<file path="src/rtl/multicycle_main_ctrl.sv">
// multicycle_main_ctrl: main control FSM for the multicycle datapath.
// Sequences FETCH -> DECODE -> execute -> memory -> writeback and drives the
// datapath strobes, mux selects and the 3-bit ALUOp.
// Build option: define ILLEGAL_TRAP_EN to trap undefined opcodes into a
// sticky HALT state; without it they retire as a NOP straight from DECODE.
module multicycle_main_ctrl #(
  parameter int ST_W = 4
) (
  input  logic       clk,
  input  logic       rst,
  input  logic [5:0] opcode,
  input  logic       mem_ready,
  output logic       pc_write,
  output logic       pc_write_cond,
  output logic [1:0] pc_source,
  output logic       i_or_d,
  output logic       mem_read,
  output logic       mem_write,
  output logic       ir_write,
  output logic       mem_to_reg,
  output logic       reg_write,
  output logic       reg_dst,
  output logic       alu_src_a,
  output logic [1:0] alu_src_b,
  output logic [2:0] alu_op,
  output logic       ext_zero,
  output logic       instr_done,
  output logic       illegal
);

  localparam logic [5:0] OP_R     = 6'b000000;
  localparam logic [5:0] OP_LW    = 6'b100011;
  localparam logic [5:0] OP_SW    = 6'b101011;
  localparam logic [5:0] OP_BEQ   = 6'b000100;
  localparam logic [5:0] OP_J     = 6'b000010;
  localparam logic [5:0] OP_ADDI  = 6'b001000;
  localparam logic [5:0] OP_ADDIU = 6'b001001;
  localparam logic [5:0] OP_LUI   = 6'b001111;
  localparam logic [5:0] OP_ORI   = 6'b001101;

  typedef enum logic [ST_W-1:0] {
    S_FETCH    = ST_W'(0),
    S_DECODE   = ST_W'(1),
    S_MEM_ADDR = ST_W'(2),
    S_MEM_RD   = ST_W'(3),
    S_MEM_WB   = ST_W'(4),
    S_MEM_WR   = ST_W'(5),
    S_R_EXEC   = ST_W'(6),
    S_R_WB     = ST_W'(7),
    S_BRANCH   = ST_W'(8),
    S_JUMP     = ST_W'(9),
    S_I_EXEC   = ST_W'(10),
    S_I_WB     = ST_W'(11),
    S_HALT     = ST_W'(12)
  } state_t;

  state_t r_state;
  state_t w_next;

  logic w_is_mem;
  logic w_is_r;
  logic w_is_beq;
  logic w_is_j;
  logic w_is_imm;
  logic w_undef;

  // Classify the held opcode into instruction groups
  always_comb begin
    w_is_mem = 1'b0;
    w_is_r   = 1'b0;
    w_is_beq = 1'b0;
    w_is_j   = 1'b0;
    w_is_imm = 1'b0;
    case (opcode)
      OP_LW, OP_SW:                       w_is_mem = 1'b1;
      OP_R:                               w_is_r   = 1'b1;
      OP_BEQ:                             w_is_beq = 1'b1;
      OP_J:                               w_is_j   = 1'b1;
      OP_ADDI, OP_ADDIU, OP_LUI, OP_ORI:  w_is_imm = 1'b1;
      default: ;
    endcase
    w_undef = ~(w_is_mem | w_is_r | w_is_beq | w_is_j | w_is_imm);
  end

  // Next-state selection; unused encodings fall back to FETCH
  always_comb begin
    w_next = S_FETCH;
    case (r_state)
      S_FETCH:    w_next = mem_ready ? S_DECODE : S_FETCH;
      S_DECODE: begin
        if (w_is_mem)      w_next = S_MEM_ADDR;
        else if (w_is_r)   w_next = S_R_EXEC;
        else if (w_is_beq) w_next = S_BRANCH;
        else if (w_is_j)   w_next = S_JUMP;
        else if (w_is_imm) w_next = S_I_EXEC;
        else begin
`ifdef ILLEGAL_TRAP_EN
          w_next = S_HALT;
`else
          w_next = S_FETCH;
`endif
        end
      end
      S_MEM_ADDR: w_next = (opcode == OP_LW) ? S_MEM_RD :
                           (opcode == OP_SW) ? S_MEM_WR : S_FETCH;
      S_MEM_RD:   w_next = mem_ready ? S_MEM_WB : S_MEM_RD;
      S_MEM_WR:   w_next = mem_ready ? S_FETCH : S_MEM_WR;
      S_R_EXEC:   w_next = S_R_WB;
      S_I_EXEC:   w_next = S_I_WB;
`ifdef ILLEGAL_TRAP_EN
      S_HALT:     w_next = S_HALT;
`endif
      default:    w_next = S_FETCH;
    endcase
  end

  // State register with synchronous reset to FETCH
  always_ff @(posedge clk) begin
    if (rst) r_state <= S_FETCH;
    else     r_state <= w_next;
  end

  // Moore output decode; FETCH/MEM_WR strobes qualified by mem_ready, all
  // outputs held low while rst is asserted
  always_comb begin
    pc_write      = 1'b0;
    pc_write_cond = 1'b0;
    pc_source     = 2'b00;
    i_or_d        = 1'b0;
    mem_read      = 1'b0;
    mem_write     = 1'b0;
    ir_write      = 1'b0;
    mem_to_reg    = 1'b0;
    reg_write     = 1'b0;
    reg_dst       = 1'b0;
    alu_src_a     = 1'b0;
    alu_src_b     = 2'b00;
    alu_op        = 3'b000;
    ext_zero      = 1'b0;
    instr_done    = 1'b0;
    illegal       = 1'b0;
    case (r_state)
      S_FETCH: begin
        mem_read  = 1'b1;
        alu_src_b = 2'b01;
        ir_write  = mem_ready;
        pc_write  = mem_ready;
      end
      S_DECODE: begin
        alu_src_b = 2'b11;
`ifndef ILLEGAL_TRAP_EN
        instr_done = w_undef;
`endif
      end
      S_MEM_ADDR: begin
        alu_src_a = 1'b1;
        alu_src_b = 2'b10;
      end
      S_MEM_RD: begin
        mem_read = 1'b1;
        i_or_d   = 1'b1;
      end
      S_MEM_WB: begin
        reg_write  = 1'b1;
        mem_to_reg = 1'b1;
        instr_done = 1'b1;
      end
      S_MEM_WR: begin
        mem_write  = 1'b1;
        i_or_d     = 1'b1;
        instr_done = mem_ready;
      end
      S_R_EXEC: begin
        alu_src_a = 1'b1;
        alu_op    = 3'b010;
      end
      S_R_WB: begin
        reg_write  = 1'b1;
        reg_dst    = 1'b1;
        instr_done = 1'b1;
      end
      S_BRANCH: begin
        alu_src_a     = 1'b1;
        alu_op        = 3'b001;
        pc_write_cond = 1'b1;
        pc_source     = 2'b01;
        instr_done    = 1'b1;
      end
      S_JUMP: begin
        pc_write   = 1'b1;
        pc_source  = 2'b10;
        instr_done = 1'b1;
      end
      S_I_EXEC: begin
        alu_src_a = 1'b1;
        alu_src_b = 2'b10;
        alu_op    = (opcode == OP_LUI) ? 3'b011 :
                    (opcode == OP_ORI) ? 3'b100 : 3'b000;
        ext_zero  = (opcode == OP_ORI);
      end
      S_I_WB: begin
        reg_write  = 1'b1;
        instr_done = 1'b1;
      end
`ifdef ILLEGAL_TRAP_EN
      S_HALT: illegal = 1'b1;
`endif
      default: ;
    endcase
    if (rst) begin
      pc_write      = 1'b0;
      pc_write_cond = 1'b0;
      pc_source     = 2'b00;
      i_or_d        = 1'b0;
      mem_read      = 1'b0;
      mem_write     = 1'b0;
      ir_write      = 1'b0;
      mem_to_reg    = 1'b0;
      reg_write     = 1'b0;
      reg_dst       = 1'b0;
      alu_src_a     = 1'b0;
      alu_src_b     = 2'b00;
      alu_op        = 3'b000;
      ext_zero      = 1'b0;
      instr_done    = 1'b0;
      illegal       = 1'b0;
    end
  end

endmodule

</file>
<file path="config.mk">
export PLATFORM = sky130hd
export DESIGN_NAME = multicycle_main_ctrl
export DESIGN_NICKNAME = d
export VERILOG_FILES = /design/src/rtl/multicycle_main_ctrl.sv
export SDC_FILE = /design/constraint.sdc
export NUM_CORES = 1
export LEC_CHECK = 0
export ABC_CLOCK_PERIOD_IN_PS = 2700
export CAP_MARGIN = 20
export CORE_MARGIN = 1.5
export CORE_UTILIZATION = 45
export DETAILED_ROUTE_END_ITERATION = 10
export PLACE_DENSITY = 0.86
export SLEW_MARGIN = 20
export SYNTH_ARGS = -nofsm -noshare
export SYNTH_HDL_FRONTEND = slang
export SYNTH_SLANG_ARGS = --single-unit
</file>
<file path="constraint.sdc">
create_clock -name clk -period 2.7 [get_ports clk]
set_input_delay 0.405 -clock clk [delete_from_list [all_inputs] [get_ports clk]]
set_output_delay 0.405 -clock clk [all_outputs]
set_load 0.005 [all_outputs]
</file>
==> summary.txt <==
Floorplanning
  • Initial Util: 47.3%
  • Site row count: 14
  • Chip width: 42.3 um
  • Die height: 42.3 um
  • IO Pins: 29
  • Total core area: 1470 um^2
  • Die ar.: 1790 um^2

Finish
  • Fillers: 130
  • Final Util: 72.5%
  • Biggest regs: r_state (4)
  • Layout cells sized above 1: 14.9%
  • Register bank with the most flops: r_state
  • Max reg flops: 4
  • Design Area, Final: 1070 um^2
  • Final cell count without fillers: 150
  • Sequential cell area: 80.1 um^2
  • N_diodes: 0
  • Multi-input logic area: 557 um^2
  • Final net count: 145
  • Layout Area Growth over Synthesis: 53.4%

Placement
  • IO Port Bufs: 27
  • Dpl cells: 147
  • Dpl cell area: 1050 um^2
  • Placer Congestion: 0.865
  • Place WS: -0.0800 ns
  • Detailed Place HPWL: 1.74 mm

Detailed routing
  • DRC: 0
  • Drt first pass iters: 4
  • Overall via count from detail_route: 929
  • Iteration-0 DRC Markers: 21
  • WL/cell: 14.8 um
  • Post-detailed-routing wire length: 2.22 mm
  • Final ANT Viol Nets: 0
  • Vias per Instance: 6.19

CTS
  • Post-CTS sizing: 3
  • Hold-fix buffers, CTS: 0
  • Clock Sinks: 4
  • Root Driver: clkbuf_4
  • Skew-Pair Late Insertion Delay: 0.24 ns
  • Clock Pin Slew Worst Setup and Hold Paths: 0.04 ns
  • CTS tree: done
  • Clk buf depth: 2
  • CTS Buf Count: 3
  • # Post-CTS Setup Buffers: 0
  • H-tree depth: 1

Power and ir drop
  • Overall power: 0.241 mW
  • LEAKAGE: 0.385 nW
  • Worst vdd ir: 0.261 mV
  • Power Dens Cells: 226 nW/um^2

Global route
  • GRT Total Usage: 26.4%
  • Total grt overflow: 0
  • First-pass GRT wire length: 3.73 mm
  • Number of global-route vias before repair: 861
  • Initial antenna violation count: 0
  • Largest net degree at the start of global routing: 17

STA
  • Clock Skews: 0.00311 ns
  • Crit path time final: 2.61 ns
  • Final Max Slew Viols: 0
  • Final hold violations: 0
  • Crit share post-route: 96.5%
  • Final setup viols: 0
  • Setup WS post-layout: 0.0940 ns
  • RSZ-0062 raised after global routing: false
  • Maximum clock frequency: 384 MHz

Worst setup path
  • Startpoint types: primary input
  • Crit. End Element: primary output
  • CP required: 2.30 ns
  • FF-to-FF path depth: 5
  • Kind of critical path: in -> out
  • WP data arrival: 2.20 ns
  • Max FO, Critical Path: 2

Yosys
  • Yosys warns: 0
  • FF+latch count, synth: 4
  • Mapped Cells: 101
  • Top FF cell, synth: dfxtp_1
  • Synth Cell Area: 696 um^2
  • Avg Cell Area, Syn: 6.89 um^2
  • Seq/Total Area, Yosys: 11.5%
  • Synth unique cells: 46
  • Post-synthesis async set-or-reset flop share: 0%
  • Synthesized Nets: 110
  • EDFF count, synth: 0

Run status
  • Status: completed

Run
  • Max_cap viols: 0

Worst hold path
  • Hold depth: 2
  • Hold WC Path Type: reg -> reg
==> report_power, final <==
part	internal [mW]	switching [mW]	total, mW	leakage [nW]
registers	0.0614	0.00289	0.0643	0.0325
logic	0.0533	0.0476	0.101	0.338
clock network	0.0498	0.0260	0.0758	0.0138
==> layer usage <==
layer,GRT usage [%],share of wire (%),vias to the layer above
met5,0,0,-
met4,7.50,1.3,0
met3,5.60,7.8,4
met2,44.6,50,51
met1,33.4,40,428
li1,-,-,446
==> Yosys cell counts, drive strengths merged (2+ instances only) <==
cell type	count	share of area, %
nor3b	2	2.2
and2	5	4.5
dfxtp	4	12
buf	3	2.7
nor2	7	3.8
o31ai	2	2.2
nor3	4	2.9
a211o	2	2.5
nand4b	2	2.5
o21ai	5	3.6
nand2	4	2.2
nand3	3	2.2
o21a	2	2.2
clkbuf	9	4.9
nor2b	3	2.7
or4b	2	2.9
nor4	4	3.6
xnor2	2	2.5
inv	2	1.1
or3	2	1.8
a21oi	4	2.9
nand2b	6	5.4
==> layout by cell type (no fill, tap or decap), types with 4 or more instances in the layout <==
master           netlist  final
and2_1                 5      5
a21oi_1                4      4
nand2b_1               6      6
nor2_1                 7      7
o21ai_0                4      4
nand2_1                4      4
dfxtp_1                4      4
clkdlybuf4s50_1        0     25
nor4_1                 4      4
buf_4                  2     15
nor3_1                 4      4
==> worst paths after layout <==
| path | start | endpoint | slack, ns |
|---|---|---|---|
| max | opcode[0] | instr_done | 0.09 |
| max reg2reg | r_state[1] | r_state[2] | 1.00 |
| min | r_state[3] | r_state[2] | 0.68 |
| min reg2reg | r_state[3] | r_state[2] | 0.68 |
==> critical path, cell delays in order <==
cell             delay (ns)
clkdlybuf4s50_1        0.43
or4_4                  0.54
or3_1                  0.34
nand4bb_1              0.14
o31ai_1                0.08
dlygate4sd2_1          0.27
==> cells by family (layout without fill, tap and decap cells) <==
kind of cell    count (synthesis)  after routing  share of synthesized area, %
flops                           4              4                          11.5
mux                             1              1                          1.44
compound gates                 27             27                          28.6
xor+xnor                        2              2                          2.52
buf+inv                        14             47                          8.63
simple gates                   52             52                          46.8
other cells                     1              1                         0.539
==> through the flow <==
stage,hold WS [ns],TNS [ns]
finish,0.679,0
global route,0.714,0
CTS,0.668,0
detailed placement,0.664,-0.103
global placement,0.658,-0.0482
floorplan,0.601,0
==> layout make-up <==
class	count	share of cell area [%]
Tap cell	16	1.88
Clock buffer	3	2.11
Multi-Input combinational cell	83	52.2
Sequential cell	4	7.50
Timing Repair Buffer	42	35.6
Inverter	2	0.703
Power figures use the tool's default switching activity.
